`config.mk`:
```
export PLATFORM = sky130hd
export DESIGN_NAME = puf_mux_scan_ctrl_flat
export DESIGN_NICKNAME = d
export VERILOG_FILES = /design/src/rtl/puf_pkg.sv /design/src/rtl/puf_mux_scan_ctrl_if.sv /design/src/rtl/puf_settle_timer.sv /design/src/rtl/puf_mux_scan_ctrl.sv /design/src/flat_wrapper.sv
export SDC_FILE = /design/constraint.sdc
export NUM_CORES = 1
export LEC_CHECK = 0
export BUFFER_PORTS_ARGS = -buffer_cell sky130_fd_sc_hd__buf_2
export CAP_MARGIN = 20
export CORE_MARGIN = 5
export CORE_UTILIZATION = 57
export CTS_CLUSTER_DIAMETER = 100
export CTS_CLUSTER_SIZE = 30
export DETAILED_ROUTE_END_ITERATION = 16
export PLACE_DENSITY = 0.8
export SYNTH_ARGS = -nofsm -noshare
export SYNTH_HDL_FRONTEND = slang
export SYNTH_SLANG_ARGS = --single-unit
export TNS_END_PERCENT = 10
```
`constraint.sdc`:
```
create_clock -name clk -period 2.65 [get_ports clk]
set_input_delay 0.1325 -clock clk [delete_from_list [all_inputs] [get_ports clk]]
set_output_delay 0.1325 -clock clk [all_outputs]
set_load 0.02 [all_outputs]
```
`src/rtl/puf_pkg.sv`:
```
// Shared types, sizes and the channel-walk helper for the PUF mux scan sequencer.
// Latency: none (types and a combinational function). Backpressure: not applicable.
package puf_pkg;

   localparam int SEL_W  = 4;
   localparam int N_CH   = 2**SEL_W;
   localparam int VOTE_N = 3;

   typedef enum logic [1:0] {
      IDLE,
      SETTLE,
      SAMPLE,
      DONE
   } scan_state_t;

   typedef struct packed {
      logic             found;
      logic [SEL_W-1:0] idx;
   } next_idx_t;

   // Lowest enabled channel strictly above cur. Descending walk so the lowest hit wins.
   function automatic next_idx_t next_en_idx(input logic [N_CH-1:0] mask,
                                             input logic [SEL_W-1:0] cur);
      next_idx_t r;
      r = '0;
      for (int i = N_CH-1; i >= 0; i--) begin
         if (mask[i] && (i > int'(cur))) begin
            r.found = 1'b1;
            r.idx   = SEL_W'(i);
         end
      end
      return r;
   endfunction

endpackage

```
`src/rtl/puf_mux_scan_ctrl_if.sv`:
```
// Scan request / response handshake plus the mux select and mux sample lines.
// Latency: wires only. Backpressure: resp_valid is held until resp_ack.
interface puf_mux_scan_ctrl_if;
   import puf_pkg::*;

   logic             start;
   logic [N_CH-1:0]  ch_mask;
   logic             mux_out;
   logic [SEL_W-1:0] sel;
   logic             busy;
   logic             resp_valid;
   logic [N_CH-1:0]  resp;
   logic             resp_ack;

   modport master (
      output start, ch_mask, mux_out, resp_ack,
      input  sel, busy, resp_valid, resp
   );

   modport slave (
      input  start, ch_mask, mux_out, resp_ack,
      output sel, busy, resp_valid, resp
   );

endinterface

```
`src/rtl/puf_settle_timer.sv`:
```
// Loadable 8-bit down-counter; expire is high while the count sits at zero.
// Latency: load visible next cycle. Backpressure: none; dec is ignored at zero.
module puf_settle_timer (
   input  logic       clk,
   input  logic       rst_n,
   input  logic       load,
   input  logic [7:0] load_val,
   input  logic       dec,
   output logic       expire
);

   logic [7:0] cnt_q;

   always_ff @(posedge clk or negedge rst_n) begin
      if (!rst_n) begin
         cnt_q <= '0;
      end else if (load) begin
         cnt_q <= load_val;
      end else if (dec && (cnt_q != 8'd0)) begin
         cnt_q <= cnt_q - 8'd1;
      end
   end

   assign expire = (cnt_q == 8'd0);

endmodule

```
`src/rtl/puf_mux_scan_ctrl.sv`:
```
// Walks sel over enabled channels, settles, samples mux_out into a 16-bit response word.
// Latency: k*(SETTLE_CYC+1) cycles for k enabled channels (x3 with PUF_VOTE_EN majority voting).
// Backpressure: response held with resp_valid until resp_ack; start is ignored while busy.
module puf_mux_scan_ctrl
   import puf_pkg::*;
#(
   parameter int SETTLE_CYC = 4
) (
   input logic                clk,
   input logic                rst_n,
   puf_mux_scan_ctrl_if.slave bus
);

   scan_state_t      state_q, state_d;
   logic [SEL_W-1:0] sel_q, sel_d;
   logic [N_CH-1:0]  mask_q, mask_d;
   logic [N_CH-1:0]  resp_q, resp_d;
   logic             tmr_load, tmr_dec, tmr_exp;
   next_idx_t        first, nxt;

`ifdef PUF_VOTE_EN
   logic [1:0]       vcnt_q, vcnt_d;
   logic [1:0]       ones_q, ones_d;
   logic [1:0]       vote_sum;
`endif

   puf_settle_timer u_timer (
      .clk      (clk),
      .rst_n    (rst_n),
      .load     (tmr_load),
      .load_val (8'(SETTLE_CYC - 1)),
      .dec      (tmr_dec),
      .expire   (tmr_exp)
   );

   always_ff @(posedge clk or negedge rst_n) begin
      if (!rst_n) begin
         state_q <= IDLE;
         sel_q   <= '0;
         mask_q  <= '0;
         resp_q  <= '0;
`ifdef PUF_VOTE_EN
         vcnt_q  <= '0;
         ones_q  <= '0;
`endif
      end else begin
         state_q <= state_d;
         sel_q   <= sel_d;
         mask_q  <= mask_d;
         resp_q  <= resp_d;
`ifdef PUF_VOTE_EN
         vcnt_q  <= vcnt_d;
         ones_q  <= ones_d;
`endif
      end
   end

   always_comb begin
      state_d  = state_q;
      sel_d    = sel_q;
      mask_d   = mask_q;
      resp_d   = resp_q;
      tmr_load = 1'b0;
      tmr_dec  = 1'b0;
`ifdef PUF_VOTE_EN
      vcnt_d   = vcnt_q;
      ones_d   = ones_q;
      vote_sum = ones_q + {1'b0, bus.mux_out};
`endif

      // Channel 0 has nothing below it, so it is tested directly rather than through the helper.
      first = next_en_idx(bus.ch_mask, '0);
      if (bus.ch_mask[0]) begin
         first.found = 1'b1;
         first.idx   = '0;
      end
      nxt = next_en_idx(mask_q, sel_q);

      case (state_q)
         IDLE: begin
            if (bus.start) begin
               mask_d = bus.ch_mask;
               resp_d = '0;
               if (first.found) begin
                  sel_d    = first.idx;
                  tmr_load = 1'b1;
                  state_d  = SETTLE;
               end else begin
                  state_d  = DONE;
               end
            end
         end

         SETTLE: begin
            if (tmr_exp) begin
               state_d = SAMPLE;
            end else begin
               tmr_dec = 1'b1;
            end
         end

         SAMPLE: begin
`ifdef PUF_VOTE_EN
            if (vcnt_q != 2'(VOTE_N - 1)) begin
               // Re-settle on the same channel before the next vote sample.
               vcnt_d   = vcnt_q + 2'd1;
               ones_d   = vote_sum;
               tmr_load = 1'b1;
               state_d  = SETTLE;
            end else begin
               resp_d[sel_q] = (vote_sum >= 2'd2);
               vcnt_d        = '0;
               ones_d        = '0;
               if (nxt.found) begin
                  sel_d    = nxt.idx;
                  tmr_load = 1'b1;
                  state_d  = SETTLE;
               end else begin
                  state_d  = DONE;
               end
            end
`else
            resp_d[sel_q] = bus.mux_out;
            if (nxt.found) begin
               sel_d    = nxt.idx;
               tmr_load = 1'b1;
               state_d  = SETTLE;
            end else begin
               state_d  = DONE;
            end
`endif
         end

         DONE: begin
            if (bus.resp_ack) begin
               state_d = IDLE;
            end
         end

         default: begin
            state_d = IDLE;
         end
      endcase
   end

   assign bus.sel        = sel_q;
   assign bus.busy       = (state_q != IDLE);
   assign bus.resp_valid = (state_q == DONE);
   assign bus.resp       = resp_q;

endmodule

```
`src/flat_wrapper.sv`:
```
// flat-port wrapper written by rule: the top's interface ports become plain ports
module puf_mux_scan_ctrl_flat import puf_pkg::*;
#(
   parameter int SETTLE_CYC = 4
)
  (clk, rst_n, bus_start, bus_ch_mask, bus_mux_out, bus_resp_ack, bus_sel, bus_busy, bus_resp_valid, bus_resp);
  puf_mux_scan_ctrl_if bus_i ();
  input logic clk;
  input logic rst_n;
  input wire logic [$bits(bus_i.start)-1:0] bus_start;
  input wire logic [$bits(bus_i.ch_mask)-1:0] bus_ch_mask;
  input wire logic [$bits(bus_i.mux_out)-1:0] bus_mux_out;
  input wire logic [$bits(bus_i.resp_ack)-1:0] bus_resp_ack;
  output wire logic [$bits(bus_i.sel)-1:0] bus_sel;
  output wire logic [$bits(bus_i.busy)-1:0] bus_busy;
  output wire logic [$bits(bus_i.resp_valid)-1:0] bus_resp_valid;
  output wire logic [$bits(bus_i.resp)-1:0] bus_resp;
  assign bus_i.start = bus_start;
  assign bus_i.ch_mask = bus_ch_mask;
  assign bus_i.mux_out = bus_mux_out;
  assign bus_i.resp_ack = bus_resp_ack;
  assign bus_sel = bus_i.sel;
  assign bus_busy = bus_i.busy;
  assign bus_resp_valid = bus_i.resp_valid;
  assign bus_resp = bus_i.resp;
  puf_mux_scan_ctrl #(.SETTLE_CYC(SETTLE_CYC)) u_core (.clk(clk), .rst_n(rst_n), .bus(bus_i));
endmodule
```
==> metrics <==
internal power=2.19 mW; Syn Area/Cell=9.40 um^2; CP bufs+invs=1; CTS Root Cell=sky130_fd_sc_hd__clkbuf_8; Final Hold Fails=0; DRC=0; pin count of the biggest net entering global routing=46; setup TNS after final layout=0 ns; post-CTS setup-driven buffer insertion count=0; Switching Fraction=44.9%; Die H=79.2 um; RSZ-0062 raised after global routing=no; sequential-to-total area share from yosys stat=41.3%; leakage=1.42 nW; via count=2,432; TritonCTS clock tree=built; Reg power frac=33.6%; first-pass GRT wire length=11,400 um; number of failing setup endpoints in the final timing report=0; critical setup path kind=flop to flop; skew final=0.00756 ns; Net Switching=1.79 mW; areal power density over the cells=1260 nW/um^2; maximum capacitance violations=0; share of the clock period used by the worst path after layout=86.5%; count of mapped cells out of synthesis=290; core area=4690 um^2; antenna diode count=0; number of synthesized register bits=45; via count of the first global-routing pass=2,337; Initial Utilization=58.1%; Layout area overhead=15.5%; Slew Limit Headroom=60.9%; NumNets Final=358; Top delay family on crit path=flip-flops; crit path time final=2.29 ns; total iterations of the first detailed-routing run=5; worst min-delay path category=primary input to flop; maximum level of the CTS H-tree=2; number of different library cells in the post-synthesis netlist=62; Worst EP required=2.84 ns; Max IR drop VDD=0.773 mV; Critical Path End Type=flop; clock sink count=45; FFs w/ async S/R, synth=100%; fraction of final layout cells sized beyond drive strength 1=26.8%; Via density=6.24; ports placed on the boundary=43; PortBufs=42; Final Slew Violations=0; clock transition at the registers of the reported paths=0.09 ns; detailed placer's ending HPWL=4940 um; area of the mapped netlist=2730 um^2; highest net fanout along the worst path=17; mean routed wirelength per cell=17.2 um; chip width=79.2 um; total grt overflow=0; number of standard-cell rows in the floorplan=25; Arr. time, crit path=2.48 ns; actual transition at the worst max-transition pin=0.581 ns; Yosys Warn Count=0; Worst setup SP type=flop; die area=6270 um^2; number of buffers created by CTS=5; leading register cell type out of synthesis=sky130_fd_sc_hd__dfrtp_1; aggregate routed wire length=6710 um; slowest stage cell on the critical path=sky130_fd_sc_hd__dfrtp_1; global routing usage summed across all routing layers=22.9%; Detailed Route Iter0 Violations=184; post-detailed-route count of antenna-violating nets=0; maximum number of buffers from clock root to sink=2; gp weighted congestion=0.946; Mapped Nets=313; proportion of power drawn by combinational gates=50.6%; number of enable-type register cells in the synthesized netlist=0; share of total power in the clock network=15.8%; clock insertion delay at the later pin of the skew report=0.30 ns; status=completed; CP Cell Sequence=and2_1, a2bb2oi_1, nor2b_1, a311oi_4, buf_4, a211o_1; maximum clock frequency=436 MHz; sum of internal, switching and leakage power=3.98 mW; Slowest Stage Delay on Critical Path=0.66 ns; antenna violations before repair=0
==> per-stage QoR <==
step                      hold WS, ns  util (%)  setup slack (ns)  std cells  area [um^2]
after floorplan                -0.163         -             0.544        290         2730
after global placement          0.343      63.5             0.478        380         2980
after detailed placement        0.347      63.5             0.413        380         2980
after CTS                      0.0166      66.5             0.390        388         3120
after global routing           0.0216      67.1             0.193        390         3150
final                          0.0224      67.1             0.358        390         3150
==> per-layer routing <==
metal	vias up	routed length, um	track usage, %
met5	-	0	0
met4	0	150	8.93
met3	17	379	3.63
met2	82	3150	37.4
met1	1170	3020	30.6
li1	1163	-	-
==> cells in the mapped netlist (2+ instances only) <==
master / count / share of area, %
sky130_fd_sc_hd__nand2b_1: 9 / 2.1
sky130_fd_sc_hd__nor2b_1: 4 / 0.92
sky130_fd_sc_hd__buf_6: 2 / 0.83
sky130_fd_sc_hd__clkbuf_1: 6 / 0.83
sky130_fd_sc_hd__nand3_1: 14 / 2.6
sky130_fd_sc_hd__o21bai_1: 4 / 1.1
sky130_fd_sc_hd__o41ai_1: 3 / 0.96
sky130_fd_sc_hd__o21ai_0: 17 / 3.1
sky130_fd_sc_hd__o2bb2ai_1: 2 / 0.64
sky130_fd_sc_hd__buf_2: 3 / 0.55
sky130_fd_sc_hd__mux2_2: 18 / 7.4
sky130_fd_sc_hd__xor2_1: 3 / 0.96
sky130_fd_sc_hd__or3_1: 2 / 0.46
sky130_fd_sc_hd__nor3_1: 3 / 0.55
sky130_fd_sc_hd__a22o_1: 9 / 2.9
sky130_fd_sc_hd__xnor2_1: 3 / 0.96
sky130_fd_sc_hd__inv_1: 11 / 1.5
sky130_fd_sc_hd__ha_1: 2 / 0.92
sky130_fd_sc_hd__nor4_2: 2 / 0.92
sky130_fd_sc_hd__and2_1: 2 / 0.46
sky130_fd_sc_hd__a221oi_1: 2 / 0.64
sky130_fd_sc_hd__o31ai_1: 4 / 1.1
sky130_fd_sc_hd__a311oi_2: 2 / 1.1
sky130_fd_sc_hd__a31oi_1: 2 / 0.46
sky130_fd_sc_hd__nor4_1: 5 / 1.1
sky130_fd_sc_hd__nand2_1: 24 / 3.3
sky130_fd_sc_hd__o211ai_1: 4 / 1.1
sky130_fd_sc_hd__dfrtp_1: 45 / 41
sky130_fd_sc_hd__a21oi_1: 14 / 2.6
sky130_fd_sc_hd__and3_1: 2 / 0.46
sky130_fd_sc_hd__buf_4: 2 / 0.55
sky130_fd_sc_hd__nor2_1: 35 / 4.8
==> path summary, 6_finish.rpt <==
check	endpoint	start	cells after the start	slack [ns]
worst max-delay path	u_core.u_timer.cnt_q[1]$_DFFE_PN0P_	u_core.bus.sel[2]$_DFFE_PN0P_	6	0.36
worst min-delay path	u_core.state_q[0]$_DFFE_PN0P_	bus_resp_ack	2	0.02
worst max register to register	u_core.u_timer.cnt_q[1]$_DFFE_PN0P_	u_core.bus.sel[2]$_DFFE_PN0P_	6	0.36
worst min register to register	u_core.bus.resp[3]$_DFFE_PN0P_	u_core.bus.resp[3]$_DFFE_PN0P_	2	0.50
max in group asynchronous	u_core.bus.sel[2]$_DFFE_PN0P_	rst_n	3	2.03
min in group asynchronous	u_core.mask_q[11]$_DFFE_PN0P_	rst_n	2	0.19
==> cells by family after synthesis <==
group	count (synthesis)	share of synthesized area, %
flip-flops	45	41.3
multiplexers	20	8.21
buffers and inverters	25	4.41
AO/OA/AOI/OAI	83	22.9
XOR/XNOR	6	1.93
AND/OR/NAND/NOR	109	20.3
adder cells (fa/ha/maj)	2	0.918
==> cell usage in the layout, fill, tap and decap left out, types with 4 or more instances in the layout <==
master and instances:
sky130_fd_sc_hd__dfrtp_1 45, sky130_fd_sc_hd__buf_2 42, sky130_fd_sc_hd__nor2_1 35, sky130_fd_sc_hd__nand2_1 24
sky130_fd_sc_hd__mux2_2 18, sky130_fd_sc_hd__o21ai_0 17, sky130_fd_sc_hd__a21oi_1 14, sky130_fd_sc_hd__nand3_1 14
sky130_fd_sc_hd__inv_1 11, sky130_fd_sc_hd__nand2b_1 9, sky130_fd_sc_hd__a22o_1 9, sky130_fd_sc_hd__buf_4 7
sky130_fd_sc_hd__nor4_1 5, sky130_fd_sc_hd__clkbuf_8 5, sky130_fd_sc_hd__o21bai_1 4, sky130_fd_sc_hd__nor2b_1 4
sky130_fd_sc_hd__o211ai_1 4, sky130_fd_sc_hd__o31ai_1 4
==> state kept, by name, summed over array words and instances, names as in the netlist <==
name                  cells
u_core.bus.resp          16
u_core.u_timer.cnt_q      8
u_core.mask_q            15
u_core.state_q            2
u_core.bus.sel            4
==> area by class of cell <==
cell class	instances	area [um^2]
clock inverters	3	68.8
multi-input cells	220	1480
inverters	12	45.0
fillers	401	1540
well taps	54	67.6
clock buffers	5	68.8
repair buffers	51	293
flip-flops and latches	45	1130
==> what timing repair did <==
action	in CTS	in global routing
resized for setup	0	0
hold endpoints to repair	0	45
hold buffers	0	1
==> power by group through the flow <==
stage          logic [mW]  registers [mW]  clock network (mW)
2_1_floorplan        1.46            1.32                   0
3_3_place_gp         1.93            1.32                   0
3_5_place_dp         1.99            1.33                   0
4_1_cts              2.00            1.32               0.637
5_1_grt              2.21            1.38               0.670
6_report             2.01            1.34               0.630
==> worst reg2reg max path: stages (launching register included) <==
cell and delay, ns:
sky130_fd_sc_hd__dfrtp_1 0.66, sky130_fd_sc_hd__and2_1 0.28, sky130_fd_sc_hd__a2bb2oi_1 0.24, sky130_fd_sc_hd__nor2b_1 0.38, sky130_fd_sc_hd__a311oi_4 0.20, sky130_fd_sc_hd__buf_4 0.21
sky130_fd_sc_hd__a211o_1 0.22
Note: power is estimated with default switching activity, not from simulation.
